<file path="config.mk">
export PLATFORM = sky130hd
export DESIGN_NAME = lab5_mem_sequencer_flat
export DESIGN_NICKNAME = d
export VERILOG_FILES = /design/src/rtl/lab5_mem_sequencer_if.sv /design/src/rtl/lab5_mem_sequencer.sv /design/src/flat_wrapper.sv
export SDC_FILE = /design/constraint.sdc
export NUM_CORES = 1
export LEC_CHECK = 0
export BUFFER_PORTS_ARGS = -buffer_cell sky130_fd_sc_hd__clkbuf_2
export CORE_MARGIN = 4
export CORE_UTILIZATION = 44
export DETAILED_ROUTE_END_ITERATION = 10
export GPL_TIMING_DRIVEN = 0
export PLACE_DENSITY = 0.78
export SYNTH_ARGS = -nofsm -noshare
export SYNTH_HDL_FRONTEND = slang
export SYNTH_SLANG_ARGS = --single-unit
</file>
<file path="constraint.sdc">
create_clock -name clk -period 2 [get_ports clk]
set_input_delay 0.4 -clock clk [delete_from_list [all_inputs] [get_ports clk]]
set_output_delay 0.4 -clock clk [all_outputs]
set_load 0.01 [all_outputs]
</file>
<file path="src/rtl/lab5_mem_sequencer_if.sv">
// Request, write-beat, read-return and memory-port signals between a requester and the Lab5 sequencer.
// Latency: none. This file only groups the wires.
// Backpressure: req_ready and wr_data_ready gate acceptance. Read data has no backpressure.
interface lab5_mem_sequencer_if #(
    parameter int ADDR_W = 8,
    parameter int DATA_W = 32
);
    logic              req_valid;
    logic              req_ready;
    logic              req_write;
    logic [ADDR_W-1:0] req_addr;
    logic [3:0]        req_len;
    logic [DATA_W-1:0] wr_data;
    logic              wr_data_valid;
    logic              wr_data_ready;
    logic [DATA_W-1:0] rd_data;
    logic              rd_valid;
    logic              done;
    logic [ADDR_W-1:0] mem_addr;
    logic              mem_write;
    logic [DATA_W-1:0] mem_din;
    logic [DATA_W-1:0] mem_dout;

    // The master side is the requester together with the word memory, so it also returns mem_dout.
    modport master (
        output req_valid, req_write, req_addr, req_len, wr_data, wr_data_valid, mem_dout,
        input  req_ready, wr_data_ready, rd_data, rd_valid, done, mem_addr, mem_write, mem_din
    );

    modport slave (
        input  req_valid, req_write, req_addr, req_len, wr_data, wr_data_valid, mem_dout,
        output req_ready, wr_data_ready, rd_data, rd_valid, done, mem_addr, mem_write, mem_din
    );
endinterface

</file>
<file path="src/rtl/lab5_mem_sequencer.sv">
// Single/burst read-write sequencer driving the Lab5 word memory one beat per cycle.
// Latency: a write beat reaches mem_write 1 cycle after acceptance. Read beat k has rd_valid READ_LAT+2+k cycles after acceptance.
// Backpressure: one request at a time (req_ready only in IDLE), write beats stall on wr_data_valid, reads never stall.
module lab5_mem_sequencer #(
    parameter int ADDR_W   = 8,
    parameter int DATA_W   = 32,
    parameter int READ_LAT = 1
) (
    input  logic                 clk,
    input  logic                 rst_n,
    lab5_mem_sequencer_if.slave  bus
);

    typedef enum logic [1:0] {
        IDLE   = 2'd0,
        WR     = 2'd1,
        RD     = 2'd2,
        RDWAIT = 2'd3
    } state_t;

    // Selects every token stage except the capture stage (READ_LAT-1).
    localparam logic [READ_LAT-1:0] LOW_MASK = READ_LAT'((1 << (READ_LAT - 1)) - 1);

    state_t              state;
    logic [ADDR_W-1:0]   addr_cnt;
    logic [3:0]          beat_cnt;
    logic                iss;          // an address is on mem_addr this cycle for a read
    logic [READ_LAT-1:0] tok;          // tok[i]: read address issued i+1 cycles ago
    logic [READ_LAT-1:0] tok_nxt;
    logic                last_cap;

    logic                wr_rdy_q;
    logic [DATA_W-1:0]   rd_data_q;
    logic                rd_vld_q;
    logic                done_q;
    logic [ADDR_W-1:0]   mem_addr_q;
    logic                mem_write_q;
    logic [DATA_W-1:0]   mem_din_q;

    // req_ready follows the state directly so that it is low while reset is held and high immediately after release.
    assign bus.req_ready     = rst_n & (state == IDLE);
    assign bus.wr_data_ready = wr_rdy_q;
    assign bus.rd_data       = rd_data_q;
    assign bus.rd_valid      = rd_vld_q;
    assign bus.done          = done_q;
    assign bus.mem_addr      = mem_addr_q;
    assign bus.mem_write     = mem_write_q;
    assign bus.mem_din       = mem_din_q;

    // Advance the read-token pipeline and detect the capture of the last outstanding read.
    always_comb begin
        tok_nxt  = (tok << 1) | READ_LAT'(iss);
        last_cap = (state == RDWAIT) && tok[READ_LAT-1] && !iss && ((tok & LOW_MASK) == '0);
    end

    // Request FSM with registered memory-port, read-return and completion outputs.
    always_ff @(posedge clk or negedge rst_n) begin
        if (!rst_n) begin
            state       <= IDLE;
            addr_cnt    <= '0;
            beat_cnt    <= '0;
            iss         <= 1'b0;
            tok         <= '0;
            wr_rdy_q    <= 1'b0;
            rd_data_q   <= '0;
            rd_vld_q    <= 1'b0;
            done_q      <= 1'b0;
            mem_addr_q  <= '0;
            mem_write_q <= 1'b0;
            mem_din_q   <= '0;
        end else begin
            mem_write_q <= 1'b0;
            done_q      <= 1'b0;
            tok         <= tok_nxt;
            rd_vld_q    <= tok[READ_LAT-1];
            if (tok[READ_LAT-1]) begin
                rd_data_q <= bus.mem_dout;
            end

            case (state)
                IDLE: begin
                    if (bus.req_valid) begin
                        beat_cnt <= bus.req_len;
                        if (bus.req_write) begin
                            state    <= WR;
                            addr_cnt <= bus.req_addr;
                            wr_rdy_q <= 1'b1;
                        end else begin
                            // The first read address goes out in the cycle right after acceptance.
                            state      <= RD;
                            mem_addr_q <= bus.req_addr;
                            addr_cnt   <= bus.req_addr + ADDR_W'(1);
                            iss        <= 1'b1;
                        end
                    end
                end

                WR: begin
                    if (bus.wr_data_valid) begin
                        mem_write_q <= 1'b1;
                        mem_addr_q  <= addr_cnt;
                        mem_din_q   <= bus.wr_data;
                        addr_cnt    <= addr_cnt + ADDR_W'(1);
                        if (beat_cnt == 4'd0) begin
                            // done lines up with the mem_write cycle of the final beat.
                            state    <= IDLE;
                            wr_rdy_q <= 1'b0;
                            done_q   <= 1'b1;
                        end else begin
                            beat_cnt <= beat_cnt - 4'd1;
                        end
                    end
                end

                RD: begin
                    if (beat_cnt == 4'd0) begin
                        iss   <= 1'b0;
                        state <= RDWAIT;
                    end else begin
                        mem_addr_q <= addr_cnt;
                        addr_cnt   <= addr_cnt + ADDR_W'(1);
                        beat_cnt   <= beat_cnt - 4'd1;
                        iss        <= 1'b1;
                    end
                end

                RDWAIT: begin
                    // Leave on the capture edge of the last read, so done coincides with its rd_valid.
                    if (last_cap) begin
                        done_q <= 1'b1;
                        state  <= IDLE;
                    end
                end

                default: begin
                    state <= IDLE;
                end
            endcase
        end
    end

endmodule

</file>
<file path="src/flat_wrapper.sv">
// flat-port wrapper written by rule: the top's interface ports become plain ports
module lab5_mem_sequencer_flat 
#(
    parameter int ADDR_W   = 8,
    parameter int DATA_W   = 32,
    parameter int READ_LAT = 1
)
  (clk, rst_n, bus_req_valid, bus_req_write, bus_req_addr, bus_req_len, bus_wr_data, bus_wr_data_valid, bus_mem_dout, bus_req_ready, bus_wr_data_ready, bus_rd_data, bus_rd_valid, bus_done, bus_mem_addr, bus_mem_write, bus_mem_din);
  lab5_mem_sequencer_if #(.ADDR_W(ADDR_W), .DATA_W(DATA_W)) bus_i ();
  input  logic clk;
  input  logic rst_n;
  input wire logic [$bits(bus_i.req_valid)-1:0] bus_req_valid;
  input wire logic [$bits(bus_i.req_write)-1:0] bus_req_write;
  input wire logic [$bits(bus_i.req_addr)-1:0] bus_req_addr;
  input wire logic [$bits(bus_i.req_len)-1:0] bus_req_len;
  input wire logic [$bits(bus_i.wr_data)-1:0] bus_wr_data;
  input wire logic [$bits(bus_i.wr_data_valid)-1:0] bus_wr_data_valid;
  input wire logic [$bits(bus_i.mem_dout)-1:0] bus_mem_dout;
  output wire logic [$bits(bus_i.req_ready)-1:0] bus_req_ready;
  output wire logic [$bits(bus_i.wr_data_ready)-1:0] bus_wr_data_ready;
  output wire logic [$bits(bus_i.rd_data)-1:0] bus_rd_data;
  output wire logic [$bits(bus_i.rd_valid)-1:0] bus_rd_valid;
  output wire logic [$bits(bus_i.done)-1:0] bus_done;
  output wire logic [$bits(bus_i.mem_addr)-1:0] bus_mem_addr;
  output wire logic [$bits(bus_i.mem_write)-1:0] bus_mem_write;
  output wire logic [$bits(bus_i.mem_din)-1:0] bus_mem_din;
  assign bus_i.req_valid = bus_req_valid;
  assign bus_i.req_write = bus_req_write;
  assign bus_i.req_addr = bus_req_addr;
  assign bus_i.req_len = bus_req_len;
  assign bus_i.wr_data = bus_wr_data;
  assign bus_i.wr_data_valid = bus_wr_data_valid;
  assign bus_i.mem_dout = bus_mem_dout;
  assign bus_req_ready = bus_i.req_ready;
  assign bus_wr_data_ready = bus_i.wr_data_ready;
  assign bus_rd_data = bus_i.rd_data;
  assign bus_rd_valid = bus_i.rd_valid;
  assign bus_done = bus_i.done;
  assign bus_mem_addr = bus_i.mem_addr;
  assign bus_mem_write = bus_i.mem_write;
  assign bus_mem_din = bus_i.mem_din;
  lab5_mem_sequencer #(.ADDR_W(ADDR_W), .DATA_W(DATA_W), .READ_LAT(READ_LAT)) u_core (.clk(clk), .rst_n(rst_n), .bus(bus_i));
endmodule
</file>
# ---- After elaboration in Yosys (flattened, before gate mapping)
# Cells that the tools add are included.
dict set report totals {
  ff_bits 92
  latch_bits 0
  mem_bits_rw 0
  romBits 0
  inputBits 81
  out_inout_bits 77
  elab_cells 78
  n_memories 0
}
dict set report classes {
  add_sub_neg 3
  multipliers 0
  div_mod_pow 0
  magnitude_cmp 0
  n_eq_ne 11
  n_shift 0
  n_mux 36
  bitwise 1
  n_reduce_logical 15
}
# op count
set ops {}
lappend ops {{2-to-1 mux 8 bit} 8}
lappend ops {{case mux 8 bit (3 select lines)} 2}
lappend ops {{adder 8 x 1 -> 8 bit, second input constant} 2}
lappend ops {{AND reduction 5 bit} 3}
lappend ops {{2-to-1 mux 1 bit} 12}
lappend ops {{2-to-1 mux 2 bit} 6}
lappend ops {{2-to-1 mux 4 bit} 3}
lappend ops {{case mux 4 bit (3 select lines)} 1}
lappend ops {{inequality test 2 bit, second input constant} 5}
lappend ops {{case mux 2 bit (4 select lines)} 1}
lappend ops {{inequality test 2 x 1 -> 1 bit, second input constant} 3}
lappend ops {{case mux 1 bit (2 select lines)} 3}
lappend ops {{AND reduction 3 bit} 2}
lappend ops {{equality test 2 bit, second input constant} 2}
lappend ops {{zero test 4 bit} 1}
lappend ops {{AND reduction 4 bit} 1}
lappend ops {{nonzero test 2 bit} 2}
lappend ops {{subtractor 4 x 1 -> 4 bit, second input constant} 1}
lappend ops {{nonzero test 3 bit} 1}
lappend ops {{equality test 2 x 1 -> 1 bit, second input constant} 1}
lappend ops {{logical AND 1 bit} 2}
lappend ops {{zero test 2 bit} 1}
lappend ops {{AND reduction 2 bit} 1}
lappend ops {{bitwise AND 1 bit} 1}
lappend ops {{zero test 1 bit} 1}

# ---- Logic depth before layout (Yosys ltp)
# Gate-level depths: netlist of the first run.
dict set report logic_depth {
  ltp_word 5
  ltp_mapped 9
  ltp_nobuf 6
}

# ---- Least setup slack after synthesis of the first run
# No wires, ideal clock.
dict set report synth_path {
  path_kind {reg2reg}
  from {reg u_core.state[0]}
  to {reg u_core.state[0]}
  setup_ns 0.127
  arrival_ns 1.725
  t_required_ns 1.873
  slack_ns 0.147
  path_stages_with_launch 8
  path_buffers 1
  synth_period_minus_slack_ns 1.853
  path_cell_list {dfrtp_1 > inv_1 > ha_1 > buf_6 > nor2b_4 > or2_1 > a221o_1 > mux2_1}
}
dict set report synth_via {
  elab_chain_len 5
  word_cells_on_any_way 13
  cone_classes {eq/ne: 8; mux: 1; reduce/logical: 4}
}
# element line
set synth_rtl {}
lappend synth_rtl {{start: declaration} lab5_mem_sequencer.sv:24} ;# state_t state;
lappend synth_rtl {{start signal: assignment} lab5_mem_sequencer.sv:59} ;# state <= IDLE;
lappend synth_rtl {{start signal: assignment} lab5_mem_sequencer.sv:85} ;# state <= WR;
lappend synth_rtl {{start signal: assignment} lab5_mem_sequencer.sv:90} ;# state <= RD;
lappend synth_rtl {{equality test 2 bit} {lab5_mem_sequencer.sv:53, lab5_mem_sequencer.sv:80}}
lappend synth_rtl {{logical AND 1 bit (2 in a row)} lab5_mem_sequencer.sv:53} ;# last_cap = (state == RDWAIT) && tok[READ_LAT-1] && !iss && ((tok & LOW_MASK) == '0);
lappend synth_rtl {{inequality test 2 x 1 -> 1 bit (no line)} -}
lappend synth_rtl {{AND reduction 5 bit (no line)} -}
# Parallel ways exist; a longest one is shown, timed or not.
# A chain may end at the register's enable or synchronous reset.

# ---- Worst setup path in the final report of the first run
dict set report layout_path {
  from {reg u_core.state[1]}
  to {reg u_core.state[1]}
}
# The elaborated chain is that of the path after synthesis.

==> metrics.md, run 1 <==
| Metric | Value |
|---|---|
| Fin. Hold Viols | `0` |
| Fmax | `about 520 MHz` |
| R2R Path End | `u_core.state[1]` |
| Worst path bufs/invs | `2` |
| Headroom to the max-slew limit | `0.6294` |
| Ratio of cells with drive above 1 in the final layout | `0.5273` |
| Clock root cell | `clkbuf_8` |
| Clock latency on the worst-skew pair | `350 ps` |
| Residual DRC count | `0` |
| Worst EP required | `approximately 2200 ps` |
| FFs w/ async S/R, synth | `1.000` |
| Final setup viols | `0` |
| Busiest layer in global routing | `met2` |
| CP peak stage delay | `400 ps` |
| RePlAce Congestion | `0.8813` |
| Top FF cell, synth | `dfrtp_1` |
| Initial Utilization | `0.4484` |
| Synth warn | `0` |
| Max-cap viol count | `0` |
| First-pass GRT wire length | `15900 µm` |
| Reg-to-Reg Start | `u_core.state[1]` |
| WL final | `roughly 9600 µm` |
| Slowest-stage cell, CP | `dfrtp_1` |
| Min-Delay Path Class | `primary input to async pin` |
| Reg clk slew, reported paths | `around 100 ps` |
| DIE AREA | `10990 µm²` |
| Synth unique cells | `between 40 and 50` |
| CTS tree | `yes` |
| Remaining antenna violation count after routing | `0` |
| Drt pass-1 iters | `4` |
| CP Class | `register to register` |
| # IOs | `158` |
| Tightest Pin Transition | `approximately 560 ps` |
| Synthesized Nets | `423` |
| Setup TNS | `0 ps` |
| Post-route cell area | `5381 µm²` |
| Vias in the first global route | `3321` |
| Final Critical Period | `~1900 ps` |
| Leakage power | `2.892 nW` |
| WL/cell | `15.48 µm` |
| Pwr Density | `607.2 nW/µm²` |
| Placed Area | `between 5000 and 6000 µm²` |
| H-tree levels | `3` |
| Core region area | `a little over 9000 µm²` |
| GRT Total Usage | `0.1768` |
| Drt via density | `5.222` |
| # diodes | `0` |
| Crit path launch type | `register` |
| Crit path depth | `7` |
| IO Port Bufs | `157` |
| Largest net degree at the start of global routing | `61` |
| Worst setup path start | `u_core.state[1]` |
| Grt ovf | `0` |
| Antenna violations before repair | `0` |
| Top post-synthesis cells by area | `dfrtp_1 (56%), mux2_2 (19%), ha_1 (2.1%)` |
| Synth top area share | `0.5583` |
| Final worst slack | `83.31 ps` |
| Peak VDD IR | `around 0.37 mV` |
| Post-synth top area cell | `dfrtp_1` |
| Rows | `35` |
| CTS sink cnt | `92` |
| HPWL after DPL | `7331 µm` |
| Pre-CTS WS | `-92.84 ps` |
| Critical path's top delay family | `flip-flops` |
| TritonCTS buffer count | `9` |
| Maximum buffer depth of the clock tree | `2` |
| Post-synth EDFFs | `0` |
| Crit path capture | `u_core.state[1]` |
| Final nets | `a little under 600` |
| GRT met1 Usage | `0.2215` |
| Outcome | `complete, no violations` |
| R2R setup slack | `roughly 83 ps` |
| GR Util met3 | `0.03335` |
| CP arrival | `2140 ps` |
| DIE HEIGHT | `104.8 µm` |
| M2 GR Usage | `0.2984` |
| Die W | `104.8 µm` |
| Final period utilization | `0.9583` |
| Vias | `roughly 3300` |
| Commonest cells in the netlist | `dfrtp_1 (92), mux2_2 (68), nand2_1 (23)` |
| Slew Limit Fails | `0` |
| Most frequent cell after synthesis | `dfrtp_1` |
| CP endpoint kind | `register` |
| Crit-path cells | `inv_1, ha_2, buf_6, nor2b_4, or2_4, a221o_1, mux2_4` |
| Crit-path max FO | `9` |
| Final clock skew | `13.75 ps` |
| Mapped Area | `4124 µm²` |
| Worst R2R Path Depth | `7` |
| Sequential share of the synthesized area | `0.5583` |
| Number of synthesized register bits | `92` |
| Mapped Cells | `335` |
| Post-Syn Area per Cell | `12.31 µm²` |
| Drt initial violations | `153` |
| Synthesis-to-layout area growth | `30.49%` |
==> power breakdown <==
group | switching (W) | internal, W
logic | 0.000104 | 0.0000973
clock network | 0.000683 | 0.000508
registers | 0.00000849 | 0.00187
==> sequential cells by signal (all words and copies together) (netlist names) <==
| signal | count |
|---|---|
| u_core.beat_cnt | 4 |
| u_core.state | 2 |
| u_core.iss | 1 |
| u_core.bus.wr_data_ready | 1 |
| u_core.bus.mem_addr | 8 |
| u_core.tok | 1 |
| u_core.bus.rd_data | 32 |
| u_core.addr_cnt | 8 |
| u_core.bus.mem_write | 1 |
| u_core.bus.rd_valid | 1 |
| u_core.bus.done | 1 |
| u_core.bus.mem_din | 32 |
==> worst min path at each step <==
| stage | to | start | cells after the start | slack, ps |
|---|---|---|---|---|
| finish | u_core.bus.rd_data[15] | rst_n | 2 | 20 |
| global route | u_core.bus.rd_data[15] | rst_n | 2 | 4 |
| CTS | u_core.bus.mem_addr[7] | rst_n | 1 | 40 |
| detailed placement | u_core.bus.rd_valid | u_core.tok | 0 | 360 |
| global placement | u_core.bus.rd_valid | u_core.tok | 0 | 360 |
| floorplan | u_core.addr_cnt[0] | rst_n | 0 | 100 |
==> placed cells by master, fill, tap and decap left out, types with 2 or more instances in the layout <==
master        n
nand2_1      23
dfrtp_1      92
mux2_4        2
or4_1         2
nor2b_4       2
mux2_2       68
inv_1        13
o21ai_1       2
buf_6         3
a21oi_1      17
nor4_4        2
or3_1         2
o21ai_0      13
nand2b_1      4
buf_4         3
or2_2         2
clkbuf_2    160
ha_1          6
nand3_1       8
o22ai_1       3
clkbuf_8     10
xnor2_1       5
buf_12        2
clkbuf_1      7
nor2_1       11
mux2i_1       8
and3_1        2
inv_6         2
nor3_1        2
buf_2         2
nand4b_1      3
a31oi_1       6
clkinvlp_4    2
==> logic make-up (layout without fill, tap and decap cells) <==
group / count (synthesis) / after routing / synth area share
muxes: 78 / 78 / 0.2106
adders and majority gates: 7 / 7 / 0.02124
buffers and inverters: 32 / 209 / 0.03337
and+or+nand+nor: 70 / 70 / 0.09223
DFF: 92 / 92 / 0.5583
AOI/OAI and AO/OA: 51 / 51 / 0.07373
xor gates and xnor gates: 5 / 5 / 0.01062
==> worst register-to-register path: cells and delay by family, from the launching register on <==
kind	cells	cell delay [ps]
AO/OA/AOI/OAI	1	320
adder cells (fa/ha/maj)	1	180
buffers and inverters	2	210
flip-flops	1	400
multiplexers	1	310
AND/OR/NAND/NOR	2	400
==> cell type report <==
cell class                      instances  area, µm²
Fill cell                             805       3815
Sequential cell                        92       2302
Multi-Input combinational cell        211       1724
Timing Repair Buffer                  161      867.1
Tap cell                              111      138.9
Clock buffer                           10      137.6
Buffer                                 18      101.3
Clock inverter                          6      57.56
Inverter                               14      52.55
==> metrics by stage <==
stage / hold WS [ps] / utilization / power (W) / std cells
2_1_floorplan: 104.4 / - / 0.001963 / 335
3_3_place_gp: 358.3 / 0.5490 / 0.002094 / 603
3_5_place_dp: 361.9 / 0.5522 / 0.002108 / 604
4_1_cts: 38.81 / 0.5759 / 0.003319 / 621
5_1_grt: 4.023 / 0.5852 / 0.003427 / 623
6_report: 18.08 / 0.5852 / 0.003268 / 623
==> timing repair <==
| item | CTS | global route |
|---|---|---|
| endpoints found under the setup margin | 12 | 21 |
| hold endpoints to repair | 0 | 33 |
| pin swaps | 0 | 1 |
| hold buffers | 0 | 1 |
| resized for setup | 2 | 24 |
| buffers inserted | 1 | 1 |
==> per-layer routing <==
metal	routed length (µm)	vias up
li1	-	1530
met1	3936	1568
met2	4834	131
met3	563	24
met4	310	0
met5	0	-
No activity file was read; power rests on OpenSTA's default activity.
==> run 2, diff against run 1 <==
Settings changed: SETUP_SLACK_MARGIN from default to 0.5.
==> metrics.md, run 2 (synthesis gave the netlist of run 1 again) <==
| Metric | Value |
|---|---|
| Drt pass-1 iters | `4` |
| Final core utilization | `0.6173` |
| Reg-to-Reg Start | `u_core.state[1]` |
| CTS sink cnt | `92` |
| Clk pwr share | `0.352` |
| Most frequent cells in the layout | `clkbuf_2 (160), dfrtp_1 (92), mux2_2 (68), nand2_1 (20), buf_4 (17)` |
| Reg clk slew, reported paths | `90 ps` |
| Antenna violations before repair | `0` |
| Switching Fraction | `0.2451` |
| Tightest Pin Transition | `492.6 ps` |
| CP endpoint kind | `register` |
| Crit-path max FO | `5` |
| Residual DRC count | `0` |
| Slew Limit Fails | `0` |
| Leakage power | `approximately 3.0 nW` |
| Placed Area | `between 5000 and 6000 µm²` |
| Maximum buffer depth of the clock tree | `2` |
| Post-route cell area | `~5700 µm²` |
| # IOs | `158` |
| # diodes | `0` |
| GRT Total Usage | `0.1834` |
| Final Critical Period | `1893 ps` |
| Core region area | `9196 µm²` |
| Drt initial violations | `106` |
| Sw Pwr | `approximately 0.00079 W` |
| Clock latency on the worst-skew pair | `~350 ps` |
| Pre-CTS WS | `-65.38 ps` |
| Fin. Hold Viols | `47` |
| HPWL after DPL | `7324 µm` |
| Grt ovf | `0` |
| Worst EP required | `2240 ps` |
| Most common cell after layout, fill and taps aside | `clkbuf_2` |
| Vias | `3236` |
| Die W | `~100 µm` |
| Initial Utilization | `0.4484` |
| First-pass GRT wire length | `about 16000 µm` |
| Final setup viols | `0` |
| Largest net degree at the start of global routing | `49` |
| Multi-input gate area | `about 1900 µm²` |
| IO Port Bufs | `~160` |
| Synthesis-to-layout area growth | `37.65%` |
| Min-Delay Path Class | `primary input to async pin` |
| Final nets | `611` |
| Gate power share | `0.065` |
| Pwr Density | `between 500 and 600 nW/µm²` |
| Peak VDD IR | `0.4123 mV` |
| Crit-path cells | `inv_2, ha_1, nor2b_4, or2_4, a221o_1, mux2_4` |
| CTS tree | `yes` |
| Failing checks | `negative hold slack` |
| TritonCTS buffer count | `9` |
| Outcome | `finished, violations left` |
| DIE AREA | `~11000 µm²` |
| Cell internal pwr | `~0.0024 W` |
| Worst hold margin | `-105.7 ps` |
| Crit path launch type | `register` |
| Fmax | `528.4 MHz` |
| CP Class | `register to register` |
| Headroom to the max-slew limit | `0.6716` |
| Remaining antenna violation count after routing | `0` |
| Reg area | `2302 µm²` |
| CP arrival | `2130 ps` |
| DIE HEIGHT | `between 100 and 150 µm` |
| WL/cell | `between 15 and 20 µm` |
| Final period utilization | `0.9463` |
| Rows | `35` |
| Vias in the first global route | `3298` |
| R2R setup slack | `110 ps` |
| Overall power | `roughly 0.0032 W` |
| Clock root cell | `clkbuf_8` |
| Slowest-stage cell, CP | `dfrtp_1` |
| H-tree levels | `3` |
| Ratio of cells with drive above 1 in the final layout | `0.5920` |
| Unrepaired setup endpoints after global routing | `true` |
| Max-cap viol count | `0` |
| Final clock skew | `9.169 ps` |
| WL final | `9873 µm` |
| CP peak stage delay | `between 400 and 500 ps` |
| Fill cells | `736` |
| Worst path bufs/invs | `1` |
| Drt via density | `5.072` |
| Worst setup path start | `u_core.state[1]` |
| Sequential power share | `0.583` |
| Setup TNS | `0 ps` |
| RePlAce Congestion | `0.8616` |
| Final worst slack | `107.4 ps` |
| Critical path's top delay family | `flip-flops` |
run 2: cell count changes in the layout (fill, tap and decap cells not counted), sizes merged:
cell	change
buf	+21
clkinv	-1
inv	+1
clkbuf	-6
run 2: final timing paths:
path                                           to  cells past startpoint
setup / recovery                  u_core.state[1]                      6
hold / removal             u_core.bus.rd_data[22]                      1
setup reg to reg                  u_core.state[1]                      6
hold reg to reg               u_core.bus.rd_valid                      0
max in group asynchronous     u_core.bus.rd_valid                      2
min in group clk           u_core.bus.mem_din[23]                      2
run 2: cell type report:
cell class              instances  area share
flip-flops and latches         92      0.4056
multi-input cells             211      0.3266
repair buffers                177      0.1812
well taps                     111     0.02447
plain buffers                  18     0.02248
clock buffers                   9     0.02182
inverters                      14    0.009257
clock inverters                 6    0.008596
run 2: repair_timing:
action                     4_1_cts  5_1_grt
hold endpoints to repair        39       47
pin swaps                        8        2
setup buffers                   15        3
setup endpoints to repair       82       89
gates resized for setup         32       21
gates cloned                     1        0
run 2: power by group through the flow:
stage | Combinational (W) | Sequential, W | Clock [W]
finish | 0.000210 | 0.00188 | 0.00113
global route | 0.000237 | 0.00188 | 0.00125
CTS | 0.000203 | 0.00188 | 0.00118
detailed placement | 0.000198 | 0.00191 | 0
global placement | 0.000182 | 0.00191 | 0
floorplan | 0.0000514 | 0.00191 | 0
run 2: through the flow:
step / cells / hold WS [ps]
2_1_floorplan: 335 / 104.4
3_5_place_dp: 604 / 365.3
3_3_place_gp: 603 / 362.4
4_1_cts: 635 / -22.76
5_1_grt: 638 / -110.6
6_report: 638 / -105.7
run 2: layer usage:
metal,global-route usage,share of wire,vias to the layer above
met5,0,0,-
met4,0.04499,0.011,0
met3,0.04324,0.052,9
met2,0.3116,0.51,101
met1,0.2372,0.43,1577
li1,-,-,1549
